### src/rtl/basys3_7seg_pkg.sv
// Shared constants and types for the Basys3 seven-segment display capture block.
package basys3_7seg_pkg;

    typedef logic [1:0] digit_idx_t;

    // Active-high gfedcba shapes for hex digits 0..F
    localparam logic [6:0] SEG_PATTERNS [16] = '{
        7'h3F, 7'h06, 7'h5B, 7'h4F, 7'h66, 7'h6D, 7'h7D, 7'h07,
        7'h7F, 7'h6F, 7'h77, 7'h7C, 7'h39, 7'h5E, 7'h79, 7'h71
    };

    localparam logic [6:0] SEG_BLANK = 7'h00;

    localparam logic [3:0] ANODE_IDLE   = 4'b1111;
    localparam logic [3:0] ANODE_DIGIT0 = 4'b1110;
    localparam logic [3:0] ANODE_DIGIT1 = 4'b1101;
    localparam logic [3:0] ANODE_DIGIT2 = 4'b1011;
    localparam logic [3:0] ANODE_DIGIT3 = 4'b0111;

endpackage

### src/rtl/seg7_pattern_decode.sv
// Combinational lookup of an active-high segment pattern into a hex value.
module seg7_pattern_decode
    import basys3_7seg_pkg::*;
(
    input  logic [6:0] pattern,
    output logic [3:0] value,
    output logic       valid,
    output logic       blank
);

    always_comb begin
        value = '0;
        valid = 1'b0;
        blank = (pattern == SEG_BLANK);
        for (int i = 0; i < 16; i++) begin
            if (pattern == SEG_PATTERNS[i]) begin
                value = 4'(i);
                valid = 1'b1;
            end
        end
    end

endmodule

### src/rtl/basys3_7seg_capture.sv
// Recovers per-digit hex values from a multiplexed active-low 7-segment scan.
module basys3_7seg_capture
    import basys3_7seg_pkg::*;
#(
    parameter int unsigned TIMEOUT_CYCLES = 8
) (
    input  logic       clk_1k_i,
    input  logic       rst_ni,
    input  logic [3:0] anode_i,
    input  logic [6:0] segments_i,
    output logic       digit0_en_o,
    output logic       digit1_en_o,
    output logic       digit2_en_o,
    output logic       digit3_en_o,
    output logic [3:0] digit0_o,
    output logic [3:0] digit1_o,
    output logic [3:0] digit2_o,
    output logic [3:0] digit3_o,
    output logic       frame_o,
    output logic       err_o,
    output logic       err_sticky_o
);

    localparam logic [7:0] CNT_MAX = 8'(TIMEOUT_CYCLES);

    logic [3:0] anode_q;
    logic [6:0] seg_q;
    logic       cap_vld_q;

    logic [3:0] en_q, en_d;
    logic [3:0] val_q [4];
    logic [3:0] val_d [4];
    logic [7:0] cnt_q [4];
    logic [7:0] cnt_d [4];
    digit_idx_t last_idx_q, last_idx_d;
    logic       last_vld_q, last_vld_d;
    logic       frame_q, frame_d;
    logic       err_q, err_d;
    logic       sticky_q, sticky_d;

    logic [6:0] pattern;
    logic [3:0] dec_value;
    logic       dec_valid, dec_blank;
    logic       sel, anode_err, accept, blank_sel, any_err;
    digit_idx_t idx;

    assign pattern = ~seg_q;

    seg7_pattern_decode u_decode (
        .pattern (pattern),
        .value   (dec_value),
        .valid   (dec_valid),
        .blank   (dec_blank)
    );

    always_comb begin
        sel       = 1'b0;
        idx       = '0;
        anode_err = 1'b0;
        unique case (anode_q)
            ANODE_IDLE:   ;
            ANODE_DIGIT0: begin sel = 1'b1; idx = 2'd0; end
            ANODE_DIGIT1: begin sel = 1'b1; idx = 2'd1; end
            ANODE_DIGIT2: begin sel = 1'b1; idx = 2'd2; end
            ANODE_DIGIT3: begin sel = 1'b1; idx = 2'd3; end
            default:      anode_err = 1'b1;
        endcase
        // The capture register holds no real sample until the first edge after reset
        if (!cap_vld_q) begin
            sel       = 1'b0;
            anode_err = 1'b0;
        end
    end

    assign accept    = sel && dec_valid;
    assign blank_sel = sel && dec_blank;
    assign any_err   = anode_err || (sel && !dec_valid && !dec_blank);

    always_comb begin
        en_d       = en_q;
        val_d      = val_q;
        cnt_d      = cnt_q;
        last_idx_d = last_idx_q;
        last_vld_d = last_vld_q;
        frame_d    = 1'b0;
        err_d      = any_err;
        sticky_d   = sticky_q | any_err;
        if (!any_err) begin
            for (int i = 0; i < 4; i++) begin
                if (accept && idx == digit_idx_t'(i)) begin
                    cnt_d[i] = '0;
                    en_d[i]  = 1'b1;
                    val_d[i] = dec_value;
                end else begin
                    if (cnt_q[i] < CNT_MAX) cnt_d[i] = cnt_q[i] + 8'd1;
                    if ((blank_sel && idx == digit_idx_t'(i)) || cnt_d[i] == CNT_MAX) begin
                        en_d[i] = 1'b0;
                    end
                end
            end
            if (accept) begin
                frame_d    = last_vld_q && (idx <= last_idx_q);
                last_idx_d = idx;
                last_vld_d = 1'b1;
            end
        end
    end

    always_ff @(posedge clk_1k_i or negedge rst_ni) begin
        if (!rst_ni) begin
            anode_q    <= '0;
            seg_q      <= '0;
            cap_vld_q  <= 1'b0;
            en_q       <= '0;
            val_q      <= '{default: '0};
            cnt_q      <= '{default: '0};
            last_idx_q <= '0;
            last_vld_q <= 1'b0;
            frame_q    <= 1'b0;
            err_q      <= 1'b0;
            sticky_q   <= 1'b0;
        end else begin
            anode_q    <= anode_i;
            seg_q      <= segments_i;
            cap_vld_q  <= 1'b1;
            en_q       <= en_d;
            val_q      <= val_d;
            cnt_q      <= cnt_d;
            last_idx_q <= last_idx_d;
            last_vld_q <= last_vld_d;
            frame_q    <= frame_d;
            err_q      <= err_d;
            sticky_q   <= sticky_d;
        end
    end

    assign digit0_en_o  = en_q[0];
    assign digit1_en_o  = en_q[1];
    assign digit2_en_o  = en_q[2];
    assign digit3_en_o  = en_q[3];
    assign digit0_o     = val_q[0];
    assign digit1_o     = val_q[1];
    assign digit2_o     = val_q[2];
    assign digit3_o     = val_q[3];
    assign frame_o      = frame_q;
    assign err_o        = err_q;
    assign err_sticky_o = sticky_q;

endmodule

### config.mk
export PLATFORM = sky130hd
export DESIGN_NAME = basys3_7seg_capture
export DESIGN_NICKNAME = d
export VERILOG_FILES = /design/src/rtl/basys3_7seg_pkg.sv /design/src/rtl/seg7_pattern_decode.sv /design/src/rtl/basys3_7seg_capture.sv
export SDC_FILE = /design/constraint.sdc
export NUM_CORES = 1
export LEC_CHECK = 0
export ABC_AREA = 1
export BUFFER_PORTS_ARGS = -buffer_cell sky130_fd_sc_hd__buf_2
export CAP_MARGIN = 20
export CORE_UTILIZATION = 40
export DETAILED_ROUTE_END_ITERATION = 7
export PLACE_DENSITY_LB_ADDON = 0.15
export SYNTH_ARGS = -nofsm -noshare
export SYNTH_HDL_FRONTEND = slang
export SYNTH_SLANG_ARGS = --single-unit
### constraint.sdc
create_clock -name clk_1k_i -period 2.38 [get_ports clk_1k_i]
set_input_delay 0.357 -clock clk_1k_i [delete_from_list [all_inputs] [get_ports clk_1k_i]]
set_output_delay 0.357 -clock clk_1k_i [all_outputs]
set_load 0.05 [all_outputs]
==> key figures <==
Status
  – Status: complete, no violations

Detailed routing
  – Mean routed wirelength per cell: 12.29 microns
  – Vias: around 2.9k
  – Final WL: 7398 microns
  – Residual DRC count: 0
  – Antenna Nets Post-Route: 0
  – Initial DRC count: 120
  – Detailed Routing Iterations Pass 1: 4
  – Vias per cell: 4.744

STA
  – Slew Limit Headroom: 0.6632
  – Setup TNS: 0 ps
  – Final critical-path required period: 2078 ps
  – RSZ-0062 raised after global routing: false
  – Least-Margin Pin Slew: 501.3 ps
  – Final hold viol count: 0
  – Setup violators final: 0
  – F_max: approximately 480 MHz
  – Final worst path period share: 0.8733
  – Final Skew: 9.647 ps
  – Slew Viols, Final: 0

Power
  – Total power: 3.642 mW
  – Peak supply drop: 362.9 uV
  – Power density cells: 902.3 mW/mm^2
  – Pleak: roughly 2.3 nW

Yosys
  – Yosys warnings: 0
  – Syn Area/Cell: a little under 8 sq um
  – Post-synthesis instance total: 445
  – Post-Syn Area: around 0.0035 sq mm
  – Flops & latches, synth: 70
  – Net Count, Synth: 464
  – Yosys top cell by area: dfrtp_1
  – Share of the synthesized area in the top cell type: 0.5022
  – Distinct cells, synth: 30
  – Area contributors post-synth: dfrtp_1 50%, nand2_1 16%, inv_1 6.5%
  – Seq/Total Area, Yosys: 0.5022

Floorplan
  – Io pins: 36
  – Die Width: 95.39 microns
  – Die Y: between 90 and 100 microns
  – Die area: between 0.009 and 0.01 sq mm
  – Core ar.: 0.008341 sq mm
  – # rows: 33
  – Initial core utilization: 0.4182

Global route
  – Pin count of the biggest net entering global routing: 41
  – All-Layer GR Usage: 0.1814
  – Vias in the first global route: 2698
  – Initial antenna violation count: 0
  – Global route overflow: 0
  – First-pass GRT wire length: roughly 12000 microns

Layout
  – Nets: just over 500
  – Final core occ: 0.4839
  – Share of cells above drive strength 1: 0.1590
  – Commonest non-fill, non-tap cell in the layout: nand2_1
  – Ant diodes: 0
  – Layout area overhead: 15.71%
  – Most frequent cells in the layout: 153 x nand2_1, 70 x dfrtp_1, 60 x inv_1

CTS
  – Worst skew pair latency: 350 ps
  – Worst-path clk slew: 70 ps
  – Resized cells post-CTS: 0
  – Depth of the CTS H-tree: 3
  – Clk sinks: 70
  – Clock Tree Buf Depth: 2
  – CTS tree: yes
  – Num CTS Buffers: 9
  – CTS root buf: clkbuf_8

Setup path
  – Startpoint type of the worst setup path: register
  – Worst EP arrival: 2320 ps
  – Worst-path fanout max: 17
  – Critical Path RT: 2620 ps
  – Crit end category: register
  – Critical path class: register to register

Flow run
  – Max-Cap Viols: 0

Min path
  – Min-Delay Path Class: input pin to register

Placed design
  – Port bufs: 35
  – Post-DP HPWL: around 5300 microns
  – Gpl congestion: 0.8597
-- cell families after synthesis --
logic type / count (synthesis) / share of synthesized area
AO/OA/AOI/OAI: 29 / 0.04627
AND/OR/NAND/NOR: 262 / 0.3286
flip-flops: 70 / 0.5022
other: 1 / 0.001075
adder cells (fa/ha/maj): 6 / 0.02152
buffers and inverters: 70 / 0.08285
XOR/XNOR: 7 / 0.01758
-- report_power, final --
group,internal (mW),leakage [nW],switching (mW)
registers,1.37,0.911,0.161
logic,0.409,1.32,0.612
clock network,0.621,0.110,0.472
total,2.40,2.35,1.25
-- worst max-delay path, stage by stage, from the launching register on --
cell,delay (ps)
dfrtp_1,440
inv_2,90
nand2_2,80
nor2_1,180
nand2_1,110
nand2_1,90
nor2_1,60
nand3_2,80
nor2_2,40
nor2_2,170
nand2_1,360
nand3_1,210
nand2_1,60
-- per-layer routing --
metal	wire (microns)	share of wire	GRT usage	vias up
met1	3612	0.49	0.2400	1326
met2	3342	0.45	0.2839	52
met5	0	0	0	-
met4	163	0.022	0.09328	0
met3	279	0.038	0.03270	13
li1	-	-	-	1465
-- stage by stage --
stage               hold slack, ps  instance area (sq um)  worst slack, ps  instances
floorplan                    61.41                   3488            635.6        445
global placement             177.5                   3804            298.4        585
detailed placement           177.2                   3804            306.2        585
CTS                          90.57                   4036            282.2        602
global route                 96.47                   4036            40.02        602
finish                       107.6                   4036            301.5        602
-- Yosys cell counts, drive strengths merged --
cell type    n
nand2      158
dfrtp       70
inv         64
nor2        52
nand3       29
o21ai       24
nor3         8
nand3b       7
nand4        7
buf          6
ha           6
xnor2        4
xor2         3
a21oi        2
o211ai       2
conb         1
o21bai       1
or2          1
-- area by class of cell --
type	instances	area, sq um
timing repair buffer	42	242.7
multi-input combinational	305	1448
clock buffer	11	141.4
clock inverter	5	81.33
sequential	70	1752
inverter	64	240.2
fill	854	4304
tap	105	131.4
-- sequential cells by signal (all words and copies together), names as in the netlist --
name          cells
digit1_o          4
cnt_q            32
en_q              4
last_idx_q        2
digit3_o          4
cap_vld_q         1
digit0_o          4
err_o             1
seg_q             7
last_vld_q        1
err_sticky_o      1
frame_o           1
digit2_o          4
anode_q           4
-- timing repair --
action / in CTS / in global routing
hold endpoints to repair: 2 / 0
setup buffers: 0 / 0
hold buffers: 1 / 0
-- worst paths after layout --
| kind | to | slack (ps) | cells after the start | startpoint |
|---|---|---|---|---|
| worst max-delay path | cnt_q[10] | 300 | 12 | seg_q[6] |
| worst min-delay path | seg_q[5] | 110 | 1 | segments_i[5] |
| worst max register to register | cnt_q[10] | 300 | 12 | seg_q[6] |
| worst min register to register | last_vld_q | 460 | 2 | last_vld_q |
| max in group asynchronous | digit0_o[2] | 1480 | 3 | rst_ni |
| min in group asynchronous | digit3_o[1] | 330 | 2 | rst_ni |
Note: power is estimated with default switching activity, not from simulation.
